## src/rtl/fifo_read_ctrl_if.sv

```systemverilog
// rtl/fifo_read_ctrl_if.sv - read-side FIFO controller bundle: memory read port, output stream, pointers.
interface fifo_read_ctrl_if #(
  parameter int adr_width  = 3,
  parameter int data_width = 8
);
  logic [adr_width:0]    write_adr_gray_sync;
  logic                  mem_read_en;
  logic [adr_width-1:0]  mem_read_adr;
  logic [data_width-1:0] mem_read_data;
  logic                  out_valid;
  logic                  out_ready;
  logic [data_width-1:0] out_data;
  logic [adr_width:0]    read_adr_gray;
  logic                  FIFO_empty;

  modport master (
    input  write_adr_gray_sync,
    input  mem_read_data,
    input  out_ready,
    output mem_read_en,
    output mem_read_adr,
    output out_valid,
    output out_data,
    output read_adr_gray,
    output FIFO_empty
  );

  modport slave (
    output write_adr_gray_sync,
    output mem_read_data,
    output out_ready,
    input  mem_read_en,
    input  mem_read_adr,
    input  out_valid,
    input  out_data,
    input  read_adr_gray,
    input  FIFO_empty
  );
endinterface

```

## src/rtl/fifo_read_ctrl.sv

```systemverilog
// rtl/fifo_read_ctrl.sv - async FIFO read-side controller with first-word fall-through two-entry output buffer.
module fifo_read_ctrl #(
  parameter int depth      = 8,
  parameter int adr_width  = $clog2(depth),
  parameter int data_width = 8
) (
  input  logic             clk,
  input  logic             rst,
  fifo_read_ctrl_if.master bus
);

  typedef enum logic [1:0] {
    S_EMPTY = 2'd0,
    S_ONE   = 2'd1,
    S_TWO   = 2'd2
  } state_t;

  state_t                r_state;
  logic [adr_width:0]    r_rd_bin;
  logic [adr_width:0]    r_rd_gray;
  logic [data_width-1:0] r_main;
  logic [data_width-1:0] r_skid;
  logic                  r_inflight;

  logic                  w_empty;
  logic                  w_pop;
  logic                  w_issue;
  logic [1:0]            w_count;
  logic [1:0]            w_occ_after_pop;
  logic [adr_width:0]    w_rd_bin_next;
  logic [adr_width:0]    w_rd_gray_next;

  assign w_count = r_state;
  assign w_empty = (r_rd_gray == bus.write_adr_gray_sync);
  assign w_pop   = (r_state != S_EMPTY) & bus.out_ready;

  // Counting the in-flight word as occupied keeps the two-entry buffer from overflowing.
  assign w_occ_after_pop = w_count + {1'b0, r_inflight} - {1'b0, w_pop};
  assign w_issue         = !rst & !w_empty & (w_occ_after_pop < 2'd2);

  assign w_rd_bin_next  = r_rd_bin + 1'b1;
  assign w_rd_gray_next = w_rd_bin_next ^ (w_rd_bin_next >> 1);

  assign bus.mem_read_en   = w_issue;
  assign bus.mem_read_adr  = r_rd_bin[adr_width-1:0];
  assign bus.out_valid     = (r_state != S_EMPTY);
  assign bus.out_data      = r_main;
  assign bus.read_adr_gray = r_rd_gray;
  assign bus.FIFO_empty    = w_empty;

  always_ff @(posedge clk) begin
    if (rst) begin
      r_state    <= S_EMPTY;
      r_rd_bin   <= '0;
      r_rd_gray  <= '0;
      r_main     <= '0;
      r_skid     <= '0;
      r_inflight <= 1'b0;
    end else begin
      r_inflight <= w_issue;
      if (w_issue) begin
        r_rd_bin  <= w_rd_bin_next;
        r_rd_gray <= w_rd_gray_next;
      end
      // Returning data lands in the first slot left free once this cycle's pop is applied.
      case (r_state)
        S_EMPTY: begin
          if (r_inflight) begin
            r_main  <= bus.mem_read_data;
            r_state <= S_ONE;
          end
        end
        S_ONE: begin
          if (w_pop) begin
            if (r_inflight) begin
              r_main <= bus.mem_read_data;
            end else begin
              r_state <= S_EMPTY;
            end
          end else if (r_inflight) begin
            r_skid  <= bus.mem_read_data;
            r_state <= S_TWO;
          end
        end
        S_TWO: begin
          if (w_pop) begin
            r_main <= r_skid;
            if (r_inflight) begin
              r_skid <= bus.mem_read_data;
            end else begin
              r_state <= S_ONE;
            end
          end
        end
        default: r_state <= S_EMPTY;
      endcase
    end
  end

endmodule

```

## src/flat_wrapper.sv

```systemverilog
// flat-port wrapper written by rule: the top's interface ports become plain ports
module fifo_read_ctrl_flat 
#(
  parameter int depth      = 8,
  parameter int adr_width  = $clog2(depth),
  parameter int data_width = 8
)
  (clk, rst, bus_write_adr_gray_sync, bus_mem_read_data, bus_out_ready, bus_mem_read_en, bus_mem_read_adr, bus_out_valid, bus_out_data, bus_read_adr_gray, bus_FIFO_empty);
  fifo_read_ctrl_if #(.adr_width(adr_width), .data_width(data_width)) bus_i ();
  input  logic clk;
  input  logic rst;
  input wire logic [$bits(bus_i.write_adr_gray_sync)-1:0] bus_write_adr_gray_sync;
  input wire logic [$bits(bus_i.mem_read_data)-1:0] bus_mem_read_data;
  input wire logic [$bits(bus_i.out_ready)-1:0] bus_out_ready;
  output wire logic [$bits(bus_i.mem_read_en)-1:0] bus_mem_read_en;
  output wire logic [$bits(bus_i.mem_read_adr)-1:0] bus_mem_read_adr;
  output wire logic [$bits(bus_i.out_valid)-1:0] bus_out_valid;
  output wire logic [$bits(bus_i.out_data)-1:0] bus_out_data;
  output wire logic [$bits(bus_i.read_adr_gray)-1:0] bus_read_adr_gray;
  output wire logic [$bits(bus_i.FIFO_empty)-1:0] bus_FIFO_empty;
  assign bus_i.write_adr_gray_sync = bus_write_adr_gray_sync;
  assign bus_i.mem_read_data = bus_mem_read_data;
  assign bus_i.out_ready = bus_out_ready;
  assign bus_mem_read_en = bus_i.mem_read_en;
  assign bus_mem_read_adr = bus_i.mem_read_adr;
  assign bus_out_valid = bus_i.out_valid;
  assign bus_out_data = bus_i.out_data;
  assign bus_read_adr_gray = bus_i.read_adr_gray;
  assign bus_FIFO_empty = bus_i.FIFO_empty;
  fifo_read_ctrl #(.depth(depth), .adr_width(adr_width), .data_width(data_width)) u_core (.clk(clk), .rst(rst), .bus(bus_i));
endmodule
```

## config.mk

```make
export PLATFORM = sky130hd
export DESIGN_NAME = fifo_read_ctrl_flat
export DESIGN_NICKNAME = d
export VERILOG_FILES = /design/src/rtl/fifo_read_ctrl_if.sv /design/src/rtl/fifo_read_ctrl.sv /design/src/flat_wrapper.sv
export SDC_FILE = /design/constraint.sdc
export NUM_CORES = 1
export LEC_CHECK = 0
export BUFFER_PORTS_ARGS = -buffer_cell sky130_fd_sc_hd__buf_4
export CAP_MARGIN = 10
export CORE_ASPECT_RATIO = 0.75
export CORE_MARGIN = 3
export CORE_UTILIZATION = 44
export CTS_BUF_LIST = sky130_fd_sc_hd__clkbuf_4
export DETAILED_ROUTE_END_ITERATION = 10
export PLACE_DENSITY = 0.67
export SLEW_MARGIN = 20
export SYNTH_ARGS = -nofsm -noshare
export SYNTH_HDL_FRONTEND = slang
export SYNTH_SLANG_ARGS = --single-unit
```

## constraint.sdc

```tcl
create_clock -name clk -period 3.1 [get_ports clk]
set_clock_uncertainty 0.1 [all_clocks]
set_input_delay 0.465 -clock clk [delete_from_list [all_inputs] [get_ports clk]]
set_output_delay 0.465 -clock clk [all_outputs]
set_load 0.02 [all_outputs]
```

==> results.md <==
- Outcome: finished clean
- Max clock buf depth: 2
- Largest net degree at the start of global routing: 31
- Final WL: 2.78 mm
- Leak Pwr: 0.767 nW
- Clk slew on worst S/H paths: 0.14 ns
- Setup WS post-layout: 0.173 ns
- Final hold vios: 0
- Number of cells on the critical path: 7
- Setup tns final: 0 ns
- Clk root buf: clkbuf_4
- Nets: 206
- WP data arrival: 2.36 ns
- PwrDens: 908 mW/mm^2
- # port buffers: 32
- Vias in the first global route: 1019
- Initial antenna violation count: 0
- Total clock sinks: 26
- GP Congestion: 0.802
- Slew Limit Headroom: 55.4%
- Hold_buf cts: 0
- Syn nets: 173
- Final ANT Viol Nets: 0
- Seq/Total Area, Yosys: 36.7%
- WL per Instance: 12.5 microns
- Gate Count Post-Synth: 152
- DP Area: 0.00169 sq mm
- Worst Hold Depth: 3
- Grt ovf: 0
- Initial core utilization: 46.9%
- Max Slew Vio Count: 0
- Synth warn: 0
- First-pass GRT wire length: 4.64 mm
- Final setup vio count: 0
- DRT iter0 DRCs: 61
- Min Tclk post-route: 2.93 ns
- Place WS: 0.484 ns
- Tightest hold margin: 0.282 ns
- Area contributors post-synth: dfxtp_1 (37%), mux2i_1 (12%), mux2_2 (6.4%), nor2_1 (6.4%), ha_1 (5.3%)
- Total GRT Usage: 14.6%
- Worst-Skew Late Latency: 0.31 ns
- Maxcap violations: 0
- Vias: 1157
- Worst Path Required: 2.53 ns
- Detailed-route DRC error count: 0
- H-tree depth: 1
- Die width: 71.5 microns
- Crit. End Element: output pin
- Placed cell count: 218
- CTS tree: built
- CTS buffer count: 3
- Crit Path Class: flop to output pin
- Area share of the largest cell type after synthesis: 36.7%
- Worst slew pin tran: 0.667 ns
- Peak VDD IR: 0.475 mV
- Row cnt: 17
- Fin cells: 222
- Startpoint Class: flop
- CP delay by family, top: simple AND/OR/NAND/NOR gates
- Top Ports: 33
- CP cell instances: inv_1, ha_1, nor2b_1, o2bb2ai_1, or4_4, a21oi_1, buf_4
- Fin crit share: 94.4%
- Final instance area: 0.00172 sq mm
- Highest clock rate: 342 MHz
- Detailed-placement wirelength estimate: 2.09 mm
- Share of post-route cells with drive strength above 1: 29.3%
- Worst path max stage delay: 0.51 ns
- Core area: 0.00302 sq mm
- Crit path buf inv count: 2
- Drt pass-1 iters: 4
- Area delta synth->final: 21.0%
- Hold Path Class: input port to flop
- Fillers: 275
- Die area: 0.00395 sq mm
- Total Power: 1.56 mW
- Mean post-synth cell area: 9.33 sq um
- Die Y-Extent: 55.2 microns
- Critical-path maximum fanout: 9
- Cell taking the most area after synthesis: dfxtp_1
- Inserted Diodes: 0
- Vias per cell: 5.21
- Unrepaired setup endpoints after global routing: no
- Slowest cell on the critical path: or4_4
- Reg2reg path depth: 8
- Synth Register Bits: 26
- Library cells used by synthesis: 36
- Fin util: 56.8%
- Post-Syn Area: 0.00142 sq mm
-- tightest hold or removal path: stages --
cell     delay, ns
buf_4         0.08
mux2i_1       0.05
nor2_1        0.07
-- flip-flops by register name (all words and copies together), names as in the netlist --
register and cells:
u_core.r_rd_bin 3, u_core.r_skid 8, u_core.bus.read_adr_gray 4, u_core.r_state 2
u_core.bus.out_data 8, u_core.r_inflight 1
-- worst paths after layout --
| kind | from | end | slack [ns] |
|---|---|---|---|
| max | u_core.r_state[0] | bus_mem_read_en | 0.17 |
| min | bus_mem_read_data[7] | u_core.r_skid[7] | 0.28 |
| max reg2reg | u_core.r_state[0] | u_core.r_rd_bin[2] | 0.59 |
| min reg2reg | u_core.r_skid[3] | u_core.r_skid[3] | 0.41 |
-- power breakdown --
part | total (mW) | internal [mW] | switching [mW]
logic | 0.893 | 0.409 | 0.484
clock network | 0.143 | 0.0470 | 0.0964
registers | 0.521 | 0.434 | 0.0872
-- what timing repair did --
item                                    in CTS  in global routing
endpoints found under the setup margin       0                  1
buffers inserted                             0                  0
resized for setup                            0                  2
-- layout by cell type (no fill, tap or decap), types with 4 or more instances in the layout --
| cell type | synthesis | layout |
|---|---|---|
| buf_4 | 0 | 33 |
| inv_1 | 6 | 6 |
| o21ai_0 | 4 | 4 |
| xnor2_1 | 7 | 7 |
| nand3_1 | 5 | 5 |
| a21oi_1 | 7 | 7 |
| mux2_2 | 8 | 8 |
| nor2_1 | 24 | 24 |
| mux2i_1 | 17 | 17 |
| dfxtp_1 | 26 | 24 |
| ha_1 | 6 | 6 |
| nand2_1 | 6 | 6 |
| nor2b_1 | 4 | 4 |
-- area by class of cell --
class                           count  area (sq um)  share of cell area (%)
Tap cell                           38          47.5                    2.77
Timing Repair Buffer               33           248                    14.4
Sequential cell                    26           523                    30.5
Multi-Input combinational cell    113           841                    49.0
Clock inverter                      1          3.75                   0.219
Inverter                            8          30.0                    1.75
Clock buffer                        3          22.5                    1.31
-- Yosys cell counts --
cell	count
a211oi_1	1
a211oi_4	1
a21boi_2	1
a21o_1	1
a21oi_1	7
a21oi_2	1
a22oi_1	1
a31oi_2	1
buf_6	1
clkbuf_1	4
dfxtp_1	26
ha_1	6
inv_1	6
inv_2	2
mux2_1	2
mux2_2	8
mux2i_1	17
nand2_1	6
nand2b_1	2
nand3_1	5
nand4_2	1
nor2_1	24
nor2b_1	4
nor3_1	1
nor3b_1	1
nor4_1	1
o211a_1	1
o211ai_1	1
o21ai_0	4
o22ai_1	2
o2bb2ai_1	1
o41ai_1	1
or3b_1	1
or4_4	1
xnor2_1	7
xor2_1	2
-- kinds of logic after synthesis --
group,count (synthesis),synth area share [%]
flops,26,36.7
simple gates,47,16.0
fa+ha+maj,6,5.30
buf+inv,13,3.97
mux,27,19.9
xor+xnor,9,5.56
compound gates,24,12.5
-- metal layers --
metal / global-route usage, % / vias to the layer above / wire length (microns)
li1: - / 590 / -
met4: 3.75 / 0 / 17
met3: 2.35 / 2 / 132
met2: 23.5 / 28 / 1230
met1: 20.7 / 537 / 1400
met5: 0 / - / 0
(Power assumes the default switching activity.)
